===== src/rtl/spi_ram_pkg.sv =====
// Shared types for the SPI command-decoded burst RAM.
package spi_ram_pkg;

    // Opcode carried in the top two bits of every rx word.
    typedef enum logic [1:0] {
        OP_SET_WADDR = 2'b00,
        OP_WRITE     = 2'b01,
        OP_SET_RADDR = 2'b10,
        OP_READ      = 2'b11
    } ram_op_e;

    // Burst engine states: IDLE waits for READ, FETCH reads one word, SEND offers it.
    typedef enum logic [1:0] {
        S_IDLE  = 2'b00,
        S_FETCH = 2'b01,
        S_SEND  = 2'b10
    } burst_state_e;

    localparam int OP_W = 2;

endpackage


===== src/rtl/ram_sp_rbw.sv =====
// Single-port-style RAM: one write port, one registered read port.
// A read and a write to the same address on the same edge return the old word.
module ram_sp_rbw #(
    parameter int DATA_W    = 8,
    parameter int ADDR_W    = 8,
    parameter int MEM_DEPTH = 2**ADDR_W
) (
    input  logic              clk,
    input  logic              rst,
    input  logic              we,
    input  logic [ADDR_W-1:0] waddr,
    input  logic [DATA_W-1:0] wdata,
    input  logic              re,
    input  logic [ADDR_W-1:0] raddr,
    output logic [DATA_W-1:0] rdata
);

    // Storage array has no reset so it can map onto block RAM.
    logic [DATA_W-1:0] mem [MEM_DEPTH];

    // Write port.
    always_ff @(posedge clk) begin
        if (we) begin
            mem[waddr] <= wdata;
        end
    end

    // Registered read port; holds its value when re is low so the consumer sees a stable word.
    always_ff @(posedge clk) begin
        if (rst) begin
            rdata <= '0;
        end else if (re) begin
            rdata <= mem[raddr];
        end
    end

endmodule


===== src/rtl/spi_ram_burst.sv =====
// Command-decoded RAM behind an SPI slave: address/write opcodes update the
// pointers and array every cycle; READ starts a burst handed out over tx_valid/tx_ready.
//
// Handshake: a beat transfers on a rising edge where tx_valid && tx_ready;
// while tx_valid is high and tx_ready low, tx_valid and dout do not change.
// rx_valid has no backpressure: every valid word is consumed on the edge it is seen.
module spi_ram_burst
    import spi_ram_pkg::*;
#(
    parameter int DATA_W    = 8,
    parameter int ADDR_W    = 8,
    parameter int MEM_DEPTH = 2**ADDR_W,
    parameter bit AUTO_INC  = 1'b1
) (
    input  logic              clk,
    input  logic              rst,
    input  logic              rx_valid,
    input  logic [DATA_W+1:0] din,
    input  logic              tx_ready,
    output logic              tx_valid,
    output logic [DATA_W-1:0] dout,
    output logic              busy,
    output logic              cmd_err
);

    ram_op_e           op;
    logic [DATA_W-1:0] field;
    logic [ADDR_W-1:0] field_addr;

    burst_state_e      state, state_nxt;
    logic [DATA_W-1:0] cnt;
    logic [ADDR_W-1:0] addr_wr, addr_rd;

    logic              read_req;
    logic              ram_we;
    logic              ram_re;

    // Wrap an address into the array range (no logic when MEM_DEPTH is a power of two).
    function automatic logic [ADDR_W-1:0] wrap_addr(input logic [ADDR_W-1:0] a);
        return ADDR_W'(32'(a) % MEM_DEPTH);
    endfunction

    // Next sequential address with wrap at the top of the array.
    function automatic logic [ADDR_W-1:0] inc_addr(input logic [ADDR_W-1:0] a);
        return (a == ADDR_W'(MEM_DEPTH - 1)) ? '0 : a + 1'b1;
    endfunction

    assign op         = ram_op_e'(din[DATA_W+1:DATA_W]);
    assign field      = din[DATA_W-1:0];
    assign field_addr = wrap_addr(field[ADDR_W-1:0]);
    assign read_req   = rx_valid && (op == OP_READ);
    assign ram_we     = rx_valid && (op == OP_WRITE);
    assign busy       = (state != S_IDLE);

    ram_sp_rbw #(
        .DATA_W    (DATA_W),
        .ADDR_W    (ADDR_W),
        .MEM_DEPTH (MEM_DEPTH)
    ) u_ram (
        .clk   (clk),
        .rst   (rst),
        .we    (ram_we),
        .waddr (addr_wr),
        .wdata (field),
        .re    (ram_re),
        .raddr (addr_rd),
        .rdata (dout)
    );

    // Burst state register.
    always_ff @(posedge clk) begin
        if (rst) begin
            state <= S_IDLE;
        end else begin
            state <= state_nxt;
        end
    end

    // Burst next-state and per-state outputs.
    always_comb begin
        state_nxt = state;
        ram_re    = 1'b0;
        tx_valid  = 1'b0;
        case (state)
            S_IDLE: begin
                if (read_req) begin
                    state_nxt = S_FETCH;
                end
            end
            S_FETCH: begin
                ram_re    = 1'b1;
                state_nxt = S_SEND;
            end
            S_SEND: begin
                tx_valid = 1'b1;
                if (tx_ready) begin
                    state_nxt = (cnt == '0) ? S_IDLE : S_FETCH;
                end
            end
            default: begin
                state_nxt = S_IDLE;
            end
        endcase
    end

    // Remaining-beat counter: loaded with field (beats-1), stepped on each non-final accept.
    always_ff @(posedge clk) begin
        if (rst) begin
            cnt <= '0;
        end else if ((state == S_IDLE) && read_req) begin
            cnt <= field;
        end else if ((state == S_SEND) && tx_ready && (cnt != '0)) begin
            cnt <= cnt - 1'b1;
        end
    end

    // Write pointer: follows SET_WADDR in any state and optionally advances after each WRITE.
    always_ff @(posedge clk) begin
        if (rst) begin
            addr_wr <= '0;
        end else if (rx_valid && (op == OP_SET_WADDR)) begin
            addr_wr <= field_addr;
        end else if (ram_we && AUTO_INC) begin
            addr_wr <= inc_addr(addr_wr);
        end
    end

    // Read pointer: SET_RADDR only lands when idle; each fetch advances it so bursts chain.
    always_ff @(posedge clk) begin
        if (rst) begin
            addr_rd <= '0;
        end else if (rx_valid && (op == OP_SET_RADDR) && (state == S_IDLE)) begin
            addr_rd <= field_addr;
        end else if (state == S_FETCH) begin
            addr_rd <= inc_addr(addr_rd);
        end
    end

    // One-cycle error pulse for a READ that arrives while a burst is running.
    always_ff @(posedge clk) begin
        if (rst) begin
            cmd_err <= 1'b0;
        end else begin
            cmd_err <= read_req && (state != S_IDLE);
        end
    end

endmodule


===== config.mk =====
export PLATFORM = sky130hd
export DESIGN_NAME = spi_ram_burst
export DESIGN_NICKNAME = d
export VERILOG_FILES = /design/src/rtl/spi_ram_pkg.sv /design/src/rtl/ram_sp_rbw.sv /design/src/rtl/spi_ram_burst.sv
export SDC_FILE = /design/constraint.sdc
export NUM_CORES = 2
export LEC_CHECK = 0
export BUFFER_PORTS_ARGS = -buffer_cell sky130_fd_sc_hd__buf_2
export CORE_ASPECT_RATIO = 1.75
export CORE_MARGIN = 4
export CORE_UTILIZATION = 60
export DETAILED_ROUTE_END_ITERATION = 8
export PLACE_DENSITY = 0.76
export SLEW_MARGIN = 20
export SYNTH_ARGS = -nofsm -noshare
export SYNTH_HDL_FRONTEND = slang
export SYNTH_SLANG_ARGS = --single-unit

===== constraint.sdc =====
create_clock -name clk -period 2.9 [get_ports clk]
set_input_delay 0.29 -clock clk [delete_from_list [all_inputs] [get_ports clk]]
set_output_delay 0.29 -clock clk [all_outputs]
set_load 0.03 [all_outputs]

Yosys cells after proc, flatten, opt, wreduce, memory -nomap -nowiden
Memories as Yosys holds them, arrays and structs flattened. A register that Yosys moved wholly into a read port is not among the register bits.
Cells that the tools add are included.
{"block": "op_classes", "add_sub_neg": 3, "n_eq_ne": 9, "mux": 16, "reduce_logical": 18}
{"cell": "two-way mux 8 bit", "count": 8}
{"cell": "adder 8 x 1 -> 8 bit (second input constant)", "count": 2}
{"cell": "equality test 8 bit (second input constant)", "count": 2}
{"cell": "logical AND 1 bit", "count": 9}
{"cell": "logical NOT 8 bit", "count": 1}
{"cell": "nonzero test 2 bit", "count": 4}
{"cell": "nonzero test 8 bit", "count": 1}
{"cell": "subtractor 8 x 1 -> 8 bit (second input constant)", "count": 1}
{"cell": "equality test 2 bit (second input constant)", "count": 3}
{"cell": "case mux 2 bit (3 select lines)", "count": 1}
{"cell": "two-way mux 1 bit", "count": 5}
{"cell": "equality test 2 x 1 -> 1 bit (second input constant)", "count": 2}
{"cell": "logical NOT 2 bit", "count": 2}
{"cell": "two-way mux 2 bit", "count": 2}
{"cell": "!= test 2 bit (second input constant)", "count": 2}
{"cell": "AND reduction 2 bit", "count": 1}
{"block": "totals", "register_bits": 27, "mem_bits_rw": 2048, "inputBits": 14, "out_inout_bits": 11, "wordCells": 52, "memories": 1}
{"memory": "u_ram.mem", "words": 256, "word_bits": 8, "rd": 1, "rd_clocked_by_memory_dff": 1, "wr": 1, "line_no": "ram_sp_rbw.sv:19", "rtl": "logic [DATA_W-1:0] mem [MEM_DEPTH];"}

Longest topological paths before layout
{"block": "depth", "ltp_word": 5, "mapped_depth": 12}

By module
Synthesis repeated with hierarchy kept, for this count alone.
{"block": "unflattened", "cells_unflattened": 4146, "area_unflattened_um2": 82150.0}
{"mod": "ram_sp_rbw", "n_inst": 1, "cells_per_inst": 3938, "area_per_inst_um2": 80524.7}
{"mod": "spi_ram_burst", "n_inst": 1, "cells_per_inst": 208, "area_per_inst_um2": 1625.3}

Worst setup path before layout
No wires, ideal clock.
{"block": "synth_path", "path_kind": "input-to-reg", "from": "input port din[8]", "to": "memory u_ram.mem[103][0] (enable)", "setup_ns": 0.370, "t_arrival_ns": 2.048, "path_slack_ns": 0.482, "cell_stages": 8, "path_cell_list": "buf_2 inv_1 buf_2 nor2_1 clkbuf_1 nand3_1 clkbuf_1 nor2_1"}
{"block": "synth_between", "elab_chain_len": 4}
{"item": "start: declaration", "line_no": "spi_ram_burst.sv:18", "rtl": "input logic [DATA_W+1:0] din,"}
{"item": "equality test 2 x 1 -> 1 bit", "line_no": "spi_ram_burst.sv:52", "rtl": "assign ram_we = rx_valid && (op == OP_WRITE);"}
{"item": "logical AND 1 bit", "line_no": "spi_ram_burst.sv:52"}
{"item": "two-way mux 1 bit", "line_no": "ram_sp_rbw.sv:23", "rtl": "if (we) begin"}
{"item": "two-way mux 1 bit (implied by the code)", "line_no": "ram_sp_rbw.sv:24", "rtl": "mem[waddr] <= wdata;"}
{"item": "end: declaration", "line_no": "ram_sp_rbw.sv:19"}
No other way between the ends.

==> impl_results.md <==
* Area after DPL at 87800 µm²
* VDD IR max at 0.548 mV
* Crit path max fanout at 14
* Gr usage total at 29.7%
* Die area at 142000 µm²
* Dpl hpwl at 137000 µm
* Clock skew at 20.1 ps
* Register area share after synthesis at 76.3%
* Status: finished, violations left
* Setup-failing EPs final at 5
* Detail Route Antenna Nets at 0
* Clock Latency Late Sink at 800 ps
* Pwr/cell area at 627 nW/µm²
* Layout Nets at 4840
* Routed Wire Length at 211000 µm
* Routability congestion estimate at 0.959
* Worst Path Required at 3570 ps
* Drt first pass iters at 6
* CTS buffer count at 166
* Startpoint Class: flip-flop
* CTS HTree Levels at 4
* Longest Clk Path Bufs at 3
* Slew HR at 22.5%
* Ratio of cells with drive above 1 in the final layout at 27.1%
* CP arrival at 3590 ps
* Pin count of the biggest net entering global routing at 100
* Row count at 178
* Initial DRC Count at 6022
* Worst hold path type: input port to flip-flop
* Initial antenna violation count at 5
* Die height at 496 µm
* Netlist cell types at 58
* Clock slew at reported path FFs at 70 ps
* Syn-to-layout area delta at 15.6%
* Slew @ Worst Pin at 1160 ps
* Final WS setup at -21.6 ps
* Post-Syn Area at 81500 µm²
* Violations in the final reports: setup timing
* Max Fclk at 342 MHz
* Port Buffers at 24
* Ys flop type: edfxtp_1
* Vias in the first global route at 45.2k
* Nature of the critical path endpoint: flip-flop
* Most common cell after layout, fill and taps aside: edfxtp_1
* Most frequent cells in the layout: edfxtp_1, buf_4, mux2i_1
* Leakage Power at 29.7 nW
* Yosys reg bits at 2083
* First-pass GRT wire length at 304000 µm
* Post-synth EDFFs at 2048
* Vias post-DR at 44.6k
* WL per Instance at 31.2 µm
* WS Path Type: flip-flop to flip-flop
* Max cap viols at 0
* Remaining DRCs at 0
* Final min period at 2920 ps
* Root buf cell: clkbuf_16
* RSZ-0062 raised after global routing: true
* Post-synth ARST share at 0%
* Syn Inst Count at 4230
* Final hold vios at 0
* Die width at 287 µm
* Yosys warns at 0
* Final number of max-transition violations at 0
* Initial core utilization at 60.5%
* Io pins at 25
* CTS tree: done
* Tcrit/Tclk final at 101%
* Design Area, Final at 94200 µm²
* Vias/cell at 6.60
* Core Area at 135000 µm²
* Synth Area per Inst at 19.3 µm²
* Syn Nets at 4250
* Grt ovf at 0
* Clock sinks at 2083
* Total Power at 59.1 mW
==> metrics by stage <==
stage          setup TNS [ps]  util [%]  hold WS, ps  cells  setup WS, ps
6_report                -59.5      69.9         45.4   6757         -21.6
5_1_grt                  -416      69.9         17.4   6753          -116
4_1_cts                 -2.81      69.5         18.3   6728         -2.81
3_5_place_dp            -2120      65.1          469   6409          -402
3_3_place_gp            -2030      65.1          452   6409          -361
2_1_floorplan               0         -          389   4230           482
==> final timing paths <==
kind	start	to	cells past startpoint	slack, ps
worst min register to register	cnt[1]$_SDFFE_PP0P_	cnt[1]$_SDFFE_PP0P_	2	480
worst max register to register	addr_rd[0]$_SDFFE_PP0P_	u_ram.rdata[1]$_SDFFE_PP0P_	12	-20
worst max-delay path	addr_rd[0]$_SDFFE_PP0P_	u_ram.rdata[1]$_SDFFE_PP0P_	12	-20
worst min-delay path	din[0]	u_ram.mem[43][0]$_DFFE_PP_	1	50
==> cells in the mapped netlist, types with 39 or more instances <==
master       n  area [µm²]
clkbuf_1   110         413
edfxtp_1  2048       61500
nor2_1     320        1200
o221ai_1    58         508
o21ai_0     71         355
buf_4       39         293
mux2i_1    381        3810
a21oi_1     64         320
o22ai_1    125         782
buf_2       63         315
nand2_1    147         552
mux4_2     338        7610
a22oi_1     56         420
==> logic make-up (layout without fill, tap and decap cells) <==
kind of cell,count (synthesis),in the layout,share of synthesized area [%]
compound gates,497,497,4.16
simple gates,648,648,3.48
other cells,0,5,0
fa+ha+maj,6,6,0.0921
flops,2083,2083,76.3
buf+inv,275,997,1.96
mux,720,720,14.0
xor+xnor,1,1,0.0107
==> registers in the layout (all words and copies together), names as in the netlist <==
signal and count:
u_ram.mem 2048, addr_rd 8, addr_wr 8, cnt 8, u_ram.rdata 8, state 2
cmd_err 1
==> power by group <==
group	internal [mW]	switching, mW
Combinational	1.59	2.23
Sequential	33.0	0.0503
Clock	11.9	10.3
==> worst max-delay path: stages (launching register included) <==
cell	delay, ps
dfxtp_4	430
buf_12	210
buf_16	190
mux4_2	560
a22oi_2	330
nand3_2	160
o31ai_1	90
buf_4	180
nor4_2	40
buf_4	190
a32oi_1	170
buf_4	150
o21ai_1	60
==> final cells by class <==
class / count / area (µm²)
antenna: 5 / 12.5
clock buffer: 191 / 4250
clock inverter: 109 / 1050
fill: 7876 / 40500
inverter: 12 / 47.5
multi-input combinational: 1872 / 18300
sequential: 2083 / 62200
tap: 1800 / 2250
timing repair buffer: 685 / 6130
==> routing by layer <==
metal / track usage [%] / wire [µm]
met1: 34.4 / 68500
met3: 5.06 / 16500
met4: 19.3 / 16800
met5: 0 / 24
met2: 51.5 / 109000
==> timing repair <==
action,CTS,global route
buffers inserted,6,22
gates resized for setup,65,76
hold buffers,11,0
setup endpoints to repair,12,9
endpoints found under the hold margin,185,0
pin swaps,3,14
gates cloned,2,3
Power figures use the tool's default switching activity.
